--- src/rtl/vx_issue_unit_arbiter_pkg.sv ---
// Shared types for the issue-unit arbiter: FSM state encoding and select-width helper.
package vx_issue_unit_arbiter_pkg;

    typedef enum logic {
        ARB_IDLE   = 1'b0,
        ARB_LOCKED = 1'b1
    } arb_state_e;

    // Width of a slice index; a single requester still gets a 1-bit select.
    function automatic int sel_width(input int n);
        return (n > 1) ? $clog2(n) : 1;
    endfunction

endpackage

--- src/rtl/vx_issue_arb_skid.sv ---
// Two-entry buffer between the arbiter grant and the shared unit.
// The head entry drives the output directly, so the output is fully registered.
module vx_issue_arb_skid
    import vx_issue_unit_arbiter_pkg::*;
#(
    parameter int BEAT_W = 8
) (
    input  logic              clk,
    input  logic              reset,
    input  logic              in_valid,
    output logic              in_ready,
    input  logic [BEAT_W-1:0] in_beat,
    output logic              out_valid,
    input  logic              out_ready,
    output logic [BEAT_W-1:0] out_beat
);

    logic [1:0]        count_q, count_d;
    logic [BEAT_W-1:0] head_q, head_d;
    logic [BEAT_W-1:0] tail_q, tail_d;
    logic              ready_q;
    logic              push, pop;

    assign push = in_valid & ready_q;
    assign pop  = (count_q != 2'd0) & out_ready;

    always_comb begin
        count_d = count_q;
        head_d  = head_q;
        tail_d  = tail_q;
        case (count_q)
            2'd0: begin
                if (push) begin
                    head_d  = in_beat;
                    count_d = 2'd1;
                end
            end
            2'd1: begin
                if (push && pop) begin
                    head_d = in_beat;
                end else if (push) begin
                    tail_d  = in_beat;
                    count_d = 2'd2;
                end else if (pop) begin
                    count_d = 2'd0;
                end
            end
            default: begin
                if (pop) begin
                    head_d = tail_q;
                    if (push) begin
                        tail_d = in_beat;
                    end else begin
                        count_d = 2'd1;
                    end
                end
            end
        endcase
    end

    // Ready is registered from the next occupancy, so a pop at full frees the slot one cycle later.
    always_ff @(posedge clk or negedge reset) begin
        if (!reset) begin
            count_q <= 2'd0;
            head_q  <= '0;
            tail_q  <= '0;
            ready_q <= 1'b0;
        end else begin
            count_q <= count_d;
            head_q  <= head_d;
            tail_q  <= tail_d;
            ready_q <= (count_d != 2'd2);
        end
    end

    assign in_ready  = ready_q;
    assign out_valid = (count_q != 2'd0);
    assign out_beat  = head_q;

endmodule

--- src/rtl/vx_issue_unit_arbiter.sv ---
// Round-robin, packet-locked arbiter sharing one execution unit between NUM_REQS issue slices.
// Winning beats pass through a 2-entry registered buffer; stall cycles are counted for perf.
module vx_issue_unit_arbiter
    import vx_issue_unit_arbiter_pkg::*;
#(
    parameter  int NUM_REQS      = 4,
    parameter  int DATAW         = 64,
    parameter  int PERF_CTR_BITS = 44,
    localparam int SEL_W         = sel_width(NUM_REQS)
) (
    input  logic                      clk,
    input  logic                      reset,
    input  logic [NUM_REQS-1:0]       req_valid,
    input  logic [NUM_REQS*DATAW-1:0] req_data,
    input  logic [NUM_REQS-1:0]       req_eop,
    output logic [NUM_REQS-1:0]       req_ready,
    output logic                      out_valid,
    output logic [DATAW-1:0]          out_data,
    output logic                      out_eop,
    output logic [SEL_W-1:0]          out_sel,
    input  logic                      out_ready,
    output logic [PERF_CTR_BITS-1:0]  perf_stalls
);

    typedef struct packed {
        logic [DATAW-1:0] data;
        logic             eop;
        logic [SEL_W-1:0] sel;
    } arb_beat_t;

    localparam logic [SEL_W:0]   NUM_REQS_W = (SEL_W+1)'(NUM_REQS);
    localparam logic [SEL_W-1:0] LAST_IDX   = SEL_W'(NUM_REQS - 1);

    arb_state_e                state_q;
    logic [SEL_W-1:0]          lock_idx_q;
    logic [SEL_W-1:0]          rr_ptr_q;
    logic [PERF_CTR_BITS-1:0]  perf_q;

    logic [2*NUM_REQS-1:0]     valid_dbl;
    logic [NUM_REQS-1:0]       valid_rot;
    logic                      scan_found;
    logic [SEL_W-1:0]          scan_off;
    logic [SEL_W:0]            scan_sum, scan_wrap;
    logic [SEL_W-1:0]          scan_idx;
    logic                      grant_vld;
    logic [SEL_W-1:0]          grant_idx;
    logic [SEL_W-1:0]          next_ptr;
    logic                      buf_ready;
    logic                      fire;
    arb_beat_t                 push_beat, pop_beat;

    // Rotate so bit 0 is the slice at rr_ptr, then take the lowest set bit.
    assign valid_dbl = {req_valid, req_valid};
    assign valid_rot = valid_dbl[rr_ptr_q +: NUM_REQS];

    always_comb begin
        scan_found = 1'b0;
        scan_off   = '0;
        for (int k = NUM_REQS - 1; k >= 0; k--) begin
            if (valid_rot[k]) begin
                scan_found = 1'b1;
                scan_off   = SEL_W'(k);
            end
        end
    end

    assign scan_sum  = {1'b0, rr_ptr_q} + {1'b0, scan_off};
    assign scan_wrap = scan_sum - NUM_REQS_W;
    assign scan_idx  = (scan_sum >= NUM_REQS_W) ? scan_wrap[SEL_W-1:0] : scan_sum[SEL_W-1:0];

    assign grant_vld = (state_q == ARB_LOCKED) | scan_found;
    assign grant_idx = (state_q == ARB_LOCKED) ? lock_idx_q : scan_idx;
    assign next_ptr  = (grant_idx == LAST_IDX) ? '0 : grant_idx + SEL_W'(1);

    always_comb begin
        req_ready = '0;
        for (int i = 0; i < NUM_REQS; i++) begin
            req_ready[i] = grant_vld & buf_ready & (grant_idx == SEL_W'(i));
        end
    end

    assign fire           = |(req_valid & req_ready);
    assign push_beat.data = req_data[int'(grant_idx)*DATAW +: DATAW];
    assign push_beat.eop  = req_eop[grant_idx];
    assign push_beat.sel  = grant_idx;

    always_ff @(posedge clk or negedge reset) begin
        if (!reset) begin
            state_q    <= ARB_IDLE;
            lock_idx_q <= '0;
            rr_ptr_q   <= '0;
        end else if (fire) begin
            case (state_q)
                ARB_IDLE: begin
                    if (push_beat.eop) begin
                        rr_ptr_q <= next_ptr;
                    end else begin
                        state_q    <= ARB_LOCKED;
                        lock_idx_q <= grant_idx;
                    end
                end
                ARB_LOCKED: begin
                    if (push_beat.eop) begin
                        state_q  <= ARB_IDLE;
                        rr_ptr_q <= next_ptr;
                    end
                end
                default: state_q <= ARB_IDLE;
            endcase
        end
    end

    always_ff @(posedge clk or negedge reset) begin
        if (!reset) begin
            perf_q <= '0;
        end else if (|req_valid && !fire) begin
            perf_q <= perf_q + PERF_CTR_BITS'(1);
        end
    end

    vx_issue_arb_skid #(
        .BEAT_W ($bits(arb_beat_t))
    ) u_skid (
        .clk       (clk),
        .reset     (reset),
        .in_valid  (fire),
        .in_ready  (buf_ready),
        .in_beat   (push_beat),
        .out_valid (out_valid),
        .out_ready (out_ready),
        .out_beat  (pop_beat)
    );

    assign out_data    = pop_beat.data;
    assign out_eop     = pop_beat.eop;
    assign out_sel     = pop_beat.sel;
    assign perf_stalls = perf_q;

endmodule

--- config.mk ---
export PLATFORM = sky130hd
export DESIGN_NAME = vx_issue_unit_arbiter
export DESIGN_NICKNAME = d
export VERILOG_FILES = /design/src/rtl/vx_issue_unit_arbiter_pkg.sv /design/src/rtl/vx_issue_arb_skid.sv /design/src/rtl/vx_issue_unit_arbiter.sv
export SDC_FILE = /design/constraint.sdc
export NUM_CORES = 1
export LEC_CHECK = 0
export ABC_AREA = 1
export BUFFER_PORTS_ARGS = -buffer_cell sky130_fd_sc_hd__buf_2
export CAP_MARGIN = 10
export CORE_AREA = 2 2 214 216
export DETAILED_ROUTE_END_ITERATION = 10
export DIE_AREA = 0 0 216 218
export HOLD_SLACK_MARGIN = 0.03
export SETUP_SLACK_MARGIN = 0.4
export SYNTH_ARGS = -nofsm -noshare
export SYNTH_HDL_FRONTEND = slang
export SYNTH_SLANG_ARGS = --single-unit
export TNS_END_PERCENT = 5
--- constraint.sdc ---
create_clock -name clk -period 6.15 [get_ports clk]
set_input_delay 0.615 -clock clk [delete_from_list [all_inputs] [get_ports clk]]
set_output_delay 0.615 -clock clk [all_outputs]
set_load 0.05 [all_outputs]
* Word level (Yosys, flattened, before mapping) *
Index checks and enable logic that the tools add are counted.

word-level totals
  register bits = 186
  bits in latches = 0
  bits in writable memories = 0
  bits in read-only memories = 0
  input port bits = 267
  output and inout bits = 116
  logic and storage cells = 80
  memories kept = 0

cells by class
  $add $sub $neg = 4
  multipliers = 0
  div/mod/pow operators = 0
  $lt $le $gt $ge = 2
  equality and inequality tests = 8
  shift-type cells = 2
  muxes and demuxes = 30
  bitwise logic cells = 12
  reduce and logical (&&, ||, !) cells = 14

operator list
  kind                     number
  $mux W67                 6
  $pmux W67 S2             2
  $shiftx A256 B9 Y64      1
  $add A44 B1 Y44 const B  1
  $mux W2                  14
  $reduce_and A3 Y1        3
  $reduce_or A4 Y1         2
  $shiftx A8 B3 Y4         1
  $and A1 B1 Y1            7
  $mux W1                  6
  $and A4 B4 Y4            1
  $eq A2 B1 Y1 const B     2
  $eq A2 B2 Y1 const B     2
  $logic_not A2 Y1         2
  $ne A2 B1 Y1 const B     2
  $ne A2 B2 Y1 const B     2
  $pmux W2 S2              1
  $reduce_bool A2 Y1       2
  $add A2 B2 Y3            1
  $ge A3 B3 Y1 const B     1
  $lt A2 B3 Y1 const B     1
  $not A1 Y1               3
  $reduce_bool A3 Y1       1
  $add A2 B1 Y2 const B    1
  6 further kinds          7

* Logic depth before layout (Yosys ltp) *
Gate-level depths: netlist (run 1).

  depth in word-level cells = 18
  mapped depth = 25
  depth with buffers taken out = 24

* Hierarchy *
A second synthesis (run 1) with hierarchy kept.

second synthesis, totals
  cell total of the unflattened synthesis = 1,690
  area, all modules = 11,494.8 um2

by module, submodules not included
  module                 times used  cells an instance  area an instance (um2)  sequential area each (um2)
  vx_issue_arb_skid      1           681                5,978.2                 3,428.3
  vx_issue_unit_arbiter  1           1,009              5,516.5                 1,226.2

* Least setup slack after synthesis (run 1) *
Ideal clock, no wire load.

  kind = in2reg
  start point = in req_valid[1]
  end point = reg u_skid.tail_q[53]
  setup time = 0.130 ns
  data arrival time = 3.853 ns
  data required time = 6.020 ns
  setup slack = 2.167 ns
  cell stages on the path = 24
  buffers on the path = 3
  path through = nand2_1 -> nand3_1 -> nand2_1 -> nand3_1 -> a21boi_0 -> ha_1 -> xnor2_1 -> inv_1 -> nand3_1 -> nand3_2 -> nand2_2 -> clkbuf_1 -> ha_1 -> inv_1 -> nor2_1 -> nand2_1 -> nand2_1 -> nor2_4 -> nand2_4 -> o211ai_4 -> buf_6 -> buf_2 -> nand2_1 -> o21ai_1

on the way
  word-level cells in the longest chain between the ends = 17
  elaborated cells on any way between the ends = 35
  classes of those cells = add/sub (2); order compare (1); eq/ne (4); shift (2); mux (14); bitwise (8); reduce/logical (4)

ends and longest elaborated chain
  what                                                      RTL line                                                                   RTL
  from (decl)                                               vx_issue_unit_arbiter.sv:13                                                input logic [NUM_REQS-1:0] req_valid,
  $shiftx A8 B3 Y4 (*)                                      vx_issue_unit_arbiter.sv:54                                                assign valid_rot = valid_dbl[rr_ptr_q +: NUM_REQS];
  $mux W2 (4 in a row)                                      vx_issue_unit_arbiter.sv:60                                                if (valid_rot[k]) begin
  $add A2 B2 Y3                                             vx_issue_unit_arbiter.sv:67                                                assign scan_sum = {1'b0, rr_ptr_q} + {1'b0, scan_off};
  $ge A3 B3 Y1 / $sub A2 B1 Y2 (equally long branches)      vx_issue_unit_arbiter.sv:69, vx_issue_unit_arbiter.sv:68
  $mux W2                                                   vx_issue_unit_arbiter.sv:69                                                assign scan_idx = (scan_sum >= NUM_REQS_W) ? scan_wrap[SEL_W-1:0] : scan_sum[SEL_W-1:0];
  $mux W2                                                   vx_issue_unit_arbiter.sv:72                                                assign grant_idx = (state_q == ARB_LOCKED) ? lock_idx_q : scan_idx;
  $eq A2 B2 Y1                                              vx_issue_unit_arbiter.sv:78                                                req_ready[i] = grant_vld & buf_ready & (grant_idx == SEL_W'(i));
  $and A1 B1 Y1 (*)                                         vx_issue_unit_arbiter.sv:78
  named net req_ready[3]                                    vx_issue_unit_arbiter.sv:16                                                output logic [NUM_REQS-1:0] req_ready,
  $and A4 B4 Y4 (*)                                         vx_issue_unit_arbiter.sv:82                                                assign fire = |(req_valid & req_ready);
  $reduce_or A4 Y1 (*)                                      vx_issue_unit_arbiter.sv:82
  $and A1 B1 Y1 (*)                                         vx_issue_arb_skid.sv:24                                                    assign push = in_valid & ready_q;
  $mux W67 / $logic_and A1 B1 Y1 (equally long branches)    vx_issue_arb_skid.sv:41, vx_issue_arb_skid.sv:51, vx_issue_arb_skid.sv:39
  $mux W67, or another cell as far along                    vx_issue_arb_skid.sv:49                                                    if (pop) begin
  $pmux W67 S2 / $reduce_and A3 Y1 (equally long branches)  -
  to (signal assigned)                                      vx_issue_arb_skid.sv:71                                                    tail_q <= tail_d;
  to (decl)                                                 vx_issue_arb_skid.sv:20                                                    logic [BEAT_W-1:0] tail_q, tail_d;

The timed path passes the listed nets; every way through them passes the cells marked *. The select of a mux whose other input is x is not followed.
A chain may end at the register's enable or synchronous reset.

* Worst setup path in the final report (run 1) *
  start point = reg rr_ptr_q[0]
  end point = reg perf_q[7], in the netlist perf_stalls[7]

on the way
  word-level cells in the longest chain between the ends = 15
  elaborated cells on any way between the ends = 28
  classes of those cells = add/sub (2); order compare (1); eq/ne (3); shift (1); mux (10); bitwise (7); reduce/logical (4)

ends and longest elaborated chain
  what                                                  RTL line                                                  RTL
  from (decl)                                           vx_issue_unit_arbiter.sv:36                               logic [SEL_W-1:0] rr_ptr_q;
  from (signal assigned)                                vx_issue_unit_arbiter.sv:96                               rr_ptr_q <= next_ptr;
  from (signal assigned)                                vx_issue_unit_arbiter.sv:105                              rr_ptr_q <= next_ptr;
  $shiftx A8 B3 Y4                                      vx_issue_unit_arbiter.sv:54
  $mux W2 (4 in a row)                                  vx_issue_unit_arbiter.sv:60
  $add A2 B2 Y3                                         vx_issue_unit_arbiter.sv:67
  $ge A3 B3 Y1 / $sub A2 B1 Y2 (equally long branches)  vx_issue_unit_arbiter.sv:69, vx_issue_unit_arbiter.sv:68
  $mux W2                                               vx_issue_unit_arbiter.sv:69
  $mux W2                                               vx_issue_unit_arbiter.sv:72
  $eq A2 B1 Y1, or another cell as far along            vx_issue_unit_arbiter.sv:78
  $and A1 B1 Y1                                         vx_issue_unit_arbiter.sv:78
  $and A4 B4 Y4 (*)                                     vx_issue_unit_arbiter.sv:82
  $reduce_or A4 Y1 (*)                                  vx_issue_unit_arbiter.sv:82
  $logic_not A1 Y1 (*)                                  vx_issue_unit_arbiter.sv:116                              end else if (|req_valid && !fire) begin
  $logic_and A1 B1 Y1 (*)                               vx_issue_unit_arbiter.sv:116
  to (signal assigned)                                  vx_issue_unit_arbiter.sv:117                              perf_q <= perf_q + PERF_CTR_BITS'(1);
  to (decl)                                             vx_issue_unit_arbiter.sv:37                               logic [PERF_CTR_BITS-1:0] perf_q;

Every way passes the cells marked *; elsewhere a longest branch is shown, timed or not.

==> run metrics, run 1 <==
status=complete, no violations; Setup TNS Final=0 ns; RSZ-0062 raised after global routing=false; vias per cell=roughly 4.4; clk buf depth=2; Synth warnings=0; Area Overhead vs Synth=27.0%; Clk Tree Root Cell=clkbuf_16; leakage=roughly 7.3 nW; Worst path slowest cell=inv_2; hold_buf cts=0; Boundary Pins=roughly 380; max_cap viols=0; Cell variety after synth=33; Mapped Cells=between 1500 and 2000; Max H-tree Level=4; cts repair resizes=0; met3 wire len=~2300 um; GR Util All Layers=approximately 16%; CP Max Fanout=just under 70; antenna viol nets, final=0; Final Core Density=31.3%; worst path cell trace=inv_2, nand2_1, nand3_1, nand2_1, nand3_1, a21boi_0, ha_1, o21ai_4, inv_2, buf_4, nor2_1, nand3_1, nor2_1, nor2_4, nand3_2, inv_2, nand2_1, xor2_1; Synth Area in XOR/XNOR=under 10%; final setup vio count=0; CTS tree=done; Post-Syn Area=11100 sq um; Post-CTS Setup Repair Bufs=0; worst min path class=in -> async; Via Count=11100; Avg WL per Cell=around 15 um; Fmax=228 MHz; critical path arrival=4.73 ns; Final Hold Fails=0; Worst Clk Skew=roughly 0.011 ns; GRT overflow=0; number of port buffers=between 300 and 400; Nets=2157; worst slew pin tran=about 0.97 ns; largest net degree at the start of global routing=97; initial core utilization=24.7%; Setup crit start kind=flop; fin crit period=4.39 ns; Die ar.=47100 sq um; vias in the first global route=10600; Yosys reg bits=around 190; DP HPWL=28300 um; Slew HR=between 30% and 40%; compound-gate portion of the synthesized area=about a tenth; fin crit share=a little under three quarters; GPL Wtd Cong=0.921; top layer in use=met5; final slew viol count=0; syn nets=approximately 1800; nature of the critical path endpoint=flop; die height=218 um; Cell Pwr Density=about 700 nW/um^2; Worst IR Drop VDD=346 uV; initial antenna violation count=3; Post-route DRC=0; drt pass-1 iters=6; Die Width=around 220 um; DRT Wirelength=37700 um; Skew-Pair Late Insertion Delay=~0.46 ns; FILL cells=4923; M1 wire length=approximately 17000 um; mux share of post-synthesis cell area=a little under 6%; clock-pin slew on the worst setup and hold paths=roughly 0.070 ns; clk sinks=186; Synth Area in Adders=less than 1%; WL met2=between 15000 and 20000 um; syn_area_per_cell=7.14 sq um; post-synthesis sequential area ratio=between 40 and 50%; first-pass GRT wire length=roughly 58000 um; Post-Synth Simple-Gate Area=between 30% and 40%; Num CTS Buffers=17; Initial DRC Count=between 700 and 800; Worst EP required=around 6.5 ns; num rows=between 70 and 80; largest family of logic cells by synthesized area=simple AND/OR/NAND/NOR gates; Critical Setup Path Class=reg -> reg; Crit path largest cell delay=approximately 0.85 ns; share of layout cells above drive strength 1=about a quarter; Core Footprint=roughly 45000 sq um
cell families (layout without fill, tap and decap cells):
kind of cell	Yosys count	in the layout
AOI/OAI and AO/OA	189	189
xor gates and xnor gates	43	43
adders and majority gates	3	3
buffers and inverters	216	565
DFF	186	186
muxes	65	65
other	0	4
and+or+nand+nor	849	849
through the flow:
stage	std cells	total power [mW]	hold slack, ns	cell area (sq um)	setup WS [ns]
finish	2504	9.65	0.207	14100	1.76
global placement	2468	8.52	0.463	13500	1.57
global route	2501	10.6	0.271	14100	1.24
floorplan	1551	7.00	0.319	11100	2.17
detailed placement	2468	8.64	0.468	13500	1.51
CTS	2500	9.81	0.256	14100	1.71
per-layer routing:
metal  up-vias  global-route usage, %
li1       5571                      -
met1      5082                   20.1
met2       380                   26.7
met3        45                   3.38
met4         4                   5.68
met5         -                      0
report_power, final:
group / internal (mW) / leakage [nW] / switching, mW
logic: 1.77 / 4.62 / 4.62
clock network: 0.588 / 0.289 / 0.545
registers: 1.76 / 2.37 / 0.367
total: 4.12 / 7.28 / 5.53
layout by cell type, fill, tap and decap left out, types with 22 or more instances in the layout:
cell type / n
nand2_1: 681
buf_2: 381
dfrtp_1: 185
inv_1: 132
o21ai_1: 78
o21ai_0: 77
nand3_1: 66
mux2i_1: 65
nor2_1: 63
o211ai_1: 28
xor2_1: 22
cell usage after synthesis:
cell | n | area [sq um]
a21boi_0 | 1 | 7.51
a21oi_1 | 2 | 10.0
buf_1 | 6 | 22.5
buf_2 | 16 | 80.1
buf_4 | 2 | 15.0
buf_6 | 12 | 135
clkbuf_1 | 39 | 146
clkbuf_2 | 3 | 15.0
dfrtp_1 | 186 | 4650
ha_1 | 3 | 37.5
inv_1 | 132 | 495
inv_2 | 6 | 22.5
mux2i_1 | 65 | 651
nand2_1 | 681 | 2560
nand2_2 | 2 | 12.5
nand2_4 | 1 | 11.3
nand3_1 | 66 | 330
nand3_2 | 2 | 20.0
nand4_1 | 2 | 12.5
nor2_1 | 64 | 240
nor2_4 | 1 | 11.3
nor3_1 | 21 | 105
nor3_4 | 1 | 16.3
nor3b_1 | 2 | 15.0
nor4_1 | 6 | 37.5
o211ai_1 | 28 | 210
o211ai_4 | 1 | 21.3
o21ai_0 | 77 | 385
o21ai_1 | 78 | 390
o21ai_2 | 1 | 8.76
o21ai_4 | 1 | 16.3
xnor2_1 | 21 | 184
xor2_1 | 22 | 193
final cells by class:
| class | instances | area, sq um | area share [%] |
|---|---|---|---|
| Multi-Input combinational cell | 1149 | 5500 | 39.1 |
| Sequential cell | 186 | 4660 | 33.1 |
| Timing Repair Buffer | 395 | 2030 | 14.4 |
| Tap cell | 600 | 751 | 5.34 |
| Inverter | 138 | 518 | 3.68 |
| Clock buffer | 19 | 443 | 3.15 |
| Clock inverter | 13 | 148 | 1.05 |
| Antenna cell | 4 | 10.0 | 0.0712 |
critical path: cells and delay by family, from the launching register on:
family          cells  cell delay, ns
compound gates      2            0.15
xor+xnor            1            0.18
fa+ha+maj           1            0.34
buf+inv             4            1.61
flops               1            0.47
simple gates       10            1.51
worst paths after layout:
check | from | to | slack (ns) | depth (start not counted)
max | rr_ptr_q[0] | perf_stalls[7] | 1.76 | 18
min | reset | perf_stalls[5] | 0.21 | 1
max reg2reg | rr_ptr_q[0] | perf_stalls[7] | 1.76 | 18
min reg2reg | u_skid.out_beat[13] | u_skid.out_beat[13] | 0.49 | 2
max in group asynchronous | reset | u_skid.out_beat[14] | 4.45 | 2
min in group clk | u_skid.out_beat[13] | u_skid.out_beat[13] | 0.49 | 2
flip-flops by register name, indices dropped and copies added, names as in the netlist:
signal and cells:
perf_stalls 44, u_skid.out_beat 67, lock_idx_q 2, u_skid.in_ready 1, rr_ptr_q 2, u_skid.count_q 2
state_q 1, u_skid.tail_q 67
No activity file was read; power rests on OpenSTA's default activity.
==> run 2, diff against run 1 <==
Clock period 6.15 ns to 4.2 ns, I/O delays scaled along.
==> run 2 against run 1 <==
- power increased by 48%
- clock skew hardly changed
- critical path depth decreased by 6
- final cell count up 0.12%
- sequential cell count stayed put
- die area unchanged
- combinational power up 47%
- critical path type is now reg -> out
- sequential share of layout area down 0.18 points
- worst setup slack got worse by 1.1 ns
- non-clock buffer count grew 5
- count of clock-buffer cells in the layout decreased by 1
- clock power is 54% higher
==> run metrics, run 2 (same netlist as run 1, synthesis figures left out) <==
combinational power share=between 60 and 70%; largest net degree at the start of global routing=74; commonest non-fill, non-tap cell in the layout=nand2_1; antenna viol nets, final=0; Fmax=approximately 280 MHz; sw frac=a little under three fifths; Nets=2162; vias in the first global route=10700; Clk Tree Root Cell=clkbuf_16; Skew-Pair Late Insertion Delay=0.45 ns; leakage=7.32 nW; Finished Layout Cells=approximately 2500; Setup TNS Final=0 ns; Post-route DRC=0; Critical Setup Path Class=reg -> out; first-pass GRT wire length=58400 um; Final Hold Fails=0; critical path arrival=between 3 and 4 ns; drt pass-1 iters=5; Final Core Density=a little under a third; clk buf depth=2; DRT Wirelength=roughly 38000 um; vias per cell=roughly 4.4; number of port buffers=about 380; share of layout cells above drive strength 1=23.6%; Die ar.=~47000 sq um; clk sinks=roughly 190; Psw=~8.1 mW; worst slew pin tran=approximately 0.98 ns; Die Width=roughly 220 um; Sequential Power Share=22.1%; Avg WL per Cell=15.1 um; die height=218 um; Core Footprint=approximately 45000 sq um; Slew HR=approximately a third; status=complete, no violations; Boundary Pins=between 300 and 400; initial core utilization=between 20% and 30%; Setup crit start kind=flop; GRT overflow=0; Worst IR Drop VDD=approximately 630 uV; Via Count=~11000; fin crit share=83.7%; Cell Pwr Density=roughly 1000 nW/um^2; Worst Clk Skew=roughly 0.012 ns; nature of the critical path endpoint=primary output; fin crit period=roughly 3.5 ns; clock network fraction of design power=approximately an eighth; dpl cells=about 2500; max_cap viols=0; Area Overhead vs Synth=27.7%; final setup vio count=0; clock-pin slew on the worst setup and hold paths=~0.08 ns; CTS tree=done; R2R Setup Slk=between 0.7 and 0.8 ns; GPL Wtd Cong=~0.98; commonest non-fill, non-tap cells in the layout=681 x nand2_1, 381 x buf_2, 185 x dfrtp_1; CP Max Fanout=67; Internal Power=6.14 mW; num rows=78; Post-CTS Setup Repair Bufs=0; Max H-tree Level=4; initial antenna violation count=1; final slew viol count=0; total power=roughly 14 mW; DP HPWL=~28000 um; GR Util All Layers=~16%; worst min path class=in -> reg; RSZ-0062 raised after global routing=true; Worst EP required=3.78 ns; Initial DRC Count=around 740; Num CTS Buffers=17
-- run 2: final cells by class --
| cell class | count | area, sq um |
|---|---|---|
| fill | 4929 | 30800 |
| multi-input combinational | 1149 | 5510 |
| sequential | 186 | 4660 |
| timing repair buffer | 400 | 2090 |
| tap | 600 | 751 |
| inverter | 138 | 518 |
| clock buffer | 18 | 439 |
| clock inverter | 13 | 173 |
| antenna | 3 | 7.51 |
-- run 2: path summary, 6_finish.rpt --
check | start | to | depth (start not counted)
min reg2reg | u_skid.tail_q[15] | u_skid.tail_q[15] | 2
min in group asynchronous | reset | perf_stalls[9] | 2
max in group asynchronous | reset | u_skid.tail_q[8] | 3
min | req_data[58] | u_skid.tail_q[61] | 5
max | rr_ptr_q[0] | req_ready[2] | 12
max reg2reg | rr_ptr_q[0] | perf_stalls[7] | 19
-- run 2: critical path, stage by stage (launching register included) --
cell	delay, ns
dfrtp_1	0.48
inv_2	0.09
nand2_1	0.08
nand3_1	0.07
nand2_1	0.10
nand3_1	0.07
a21boi_0	0.20
ha_1	0.31
o21ai_4	0.17
inv_2	0.07
buf_4	0.34
nor3_1	0.31
buf_2	0.34
-- run 2: power by group through the flow --
stage / sequential, mW / clock, mW / combinational (mW)
2_1_floorplan: 4.23 / 0 / 6.03
3_3_place_gp: 3.17 / 0 / 9.35
3_5_place_dp: 3.18 / 0 / 9.54
4_1_cts: 3.15 / 1.80 / 9.54
5_1_grt: 3.25 / 1.86 / 10.6
6_report: 3.15 / 1.74 / 9.38
-- run 2: stage by stage --
step | area, sq um | hold WS, ns | setup WS (ns)
2_1_floorplan | 11100 | 0.124 | 0.607
3_3_place_gp | 13500 | 0.465 | 0.668
3_5_place_dp | 13500 | 0.473 | 0.599
4_1_cts | 14100 | 0.334 | 0.604
5_1_grt | 14100 | 0.363 | 0.323
6_report | 14100 | 0.361 | 0.686
-- run 2: what timing repair did --
| item | in CTS | in global routing |
|---|---|---|
| hold endpoints to repair | 68 | 0 |
| setup endpoints to repair | 0 | 45 |
| hold buffers | 1 | 0 |
| gates resized for setup | 0 | 1 |
-- run 2: per-layer routing --
metal	global-route usage (%)	up-vias	wire [um]
met5	0	-	8
met4	5.39	2	979
met3	3.65	49	2700
met2	26.4	425	17500
met1	20.4	5048	16800
li1	-	5565	-
==> run 3, diff against run 2 <==
Clock period 4.2 ns to 3.6 ns, I/O delays scaled along.
==> run 3 against run 2 <==
- sequential cell count unchanged
- sequential share of layout area decreased by 1.5 points
- clock skew is 0.0070 ns higher
- critical path depth is 1 higher
- global-route usage is 0.72 points higher
- worst setup slack worse by 0.26 ns
- routed wire length is 13% higher
- critical path type unchanged
- first-iteration DRC count increased by 11%
==> run metrics, run 3 (same netlist as run 1, synthesis figures left out) <==
largest net degree at the start of global routing=99; CP Max Fanout=20; Fmax=between 300 and 400 MHz; initial antenna violation count=5; commonest non-fill, non-tap cells in the layout=665 x nand2_1, 379 x buf_2, 183 x dfrtp_1; Setup crit start kind=flop; nature of the critical path endpoint=primary output; Core Footprint=roughly 45000 sq um; die height=between 200 and 250 um; worst min path class=in -> reg; commonest non-fill, non-tap cell in the layout=nand2_1; num rows=78; final slew viol count=0; worst slew pin tran=between 0.8 and 0.9 ns; share of layout cells above drive strength 1=between 20% and 30%; CTS tree=done; Initial DRC Count=~830; clock-pin slew on the worst setup and hold paths=0.08 ns; Setup TNS Final=0 ns; vias in the first global route=about 11000; clk buf depth=2; Die ar.=approximately 47000 sq um; critical path arrival=between 2 and 3 ns; fin crit share=between 80% and 90%; Area Overhead vs Synth=33.9%; DP HPWL=30100 um; GRT overflow=0; first-pass GRT wire length=~60000 um; number of port buffers=~380; Num CTS Buffers=17; Hold Slack=approximately 0.28 ns; Via Count=about 11000; GR Util All Layers=between 10% and 20%; Max H-tree Level=4; Die Width=216 um; Worst Clk Skew=around 0.019 ns; drt pass-1 iters=7; Critical Setup Path Class=reg -> out; Clk Tree Root Cell=clkbuf_16; status=complete, no violations; Avg WL per Cell=approximately 17 um; Post-route DRC=0; Nets=2197; RSZ-0062 raised after global routing=true; fin crit period=about 3.2 ns; DRT Wirelength=about 43000 um; Final Hold Fails=0; clk sinks=about 190; vias per cell=4.50; initial core utilization=about a quarter; max_cap viols=0; antenna viol nets, final=0; GPL Wtd Cong=0.930; Slew HR=between 40% and 50%; final setup vio count=0; Worst EP required=about 3.2 ns; Boundary Pins=roughly 380; Skew-Pair Late Insertion Delay=around 0.47 ns
-- run 3: metrics by stage --
| step | std cells | util [%] | cell area (sq um) | worst slack (ns) |
|---|---|---|---|---|
| after detailed placement | 2477 | 30.3 | 13600 | 0.243 |
| after global routing | 2542 | 33.0 | 14800 | 0.279 |
| final | 2545 | 33.0 | 14800 | 0.425 |
| after CTS | 2511 | 31.7 | 14200 | 0.295 |
| after floorplan | 1551 | - | 11100 | 0.406 |
| after global placement | 2476 | 30.3 | 13600 | 0.0725 |
-- run 3: per-layer routing --
metal / track usage, % / wire length, um / part of all wire (%)
met5: 0 / 0 / 0
met4: 6.71 / 1280 / 3.0
met3: 3.91 / 2650 / 6.2
met2: 27.5 / 20500 / 48
met1: 20.9 / 18600 / 43
-- run 3: timing repair --
action | CTS | global route
endpoints found under the hold margin | 37 | 0
pin swaps | 1 | 16
resized for setup | 5 | 70
cloned | 0 | 15
hold buffers | 1 | 0
endpoints found under the setup margin | 149 | 185
setup buffers | 1 | 14
-- run 3: cell type report --
| cell class | instances | area, sq um |
|---|---|---|
| fill | 4905 | 30100 |
| multi-input combinational | 1149 | 5630 |
| sequential | 186 | 4660 |
| timing repair buffer | 435 | 2650 |
| tap | 600 | 751 |
| inverter | 138 | 526 |
| clock buffer | 22 | 484 |
| clock inverter | 10 | 106 |
| antenna | 5 | 12.5 |
-- run 3: critical path, stage by stage (launching register included) --
cell and delay, ns:
dfrtp_2 0.48, nand2_1 0.13, nand3_2 0.09, nand2_2 0.08, nand3_2 0.08, a21boi_2 0.15
ha_2 0.30, o21ai_4 0.20, inv_2 0.10, buf_12 0.18, nor2_2 0.13, nand3_1 0.15
inv_2 0.12, buf_6 0.16
-- run 3: final timing paths --
kind,start,endpoint,slack [ns],cells past startpoint
setup / recovery,rr_ptr_q[0],req_ready[0],0.42,13
hold / removal,req_data[54],u_skid.tail_q[57],0.28,5
setup reg to reg,rr_ptr_q[0],u_skid.out_beat[55],0.48,19
hold reg to reg,u_skid.out_beat[8],u_skid.out_beat[8],0.49,2
max in group asynchronous,reset,u_skid.tail_q[2],2.01,3
min in group asynchronous,reset,perf_stalls[3],0.54,2
Power of run 3 is left out: the tool's default activity adds up to more than one toggle a clock period on the data nets, which glitch-free logic cannot reach.
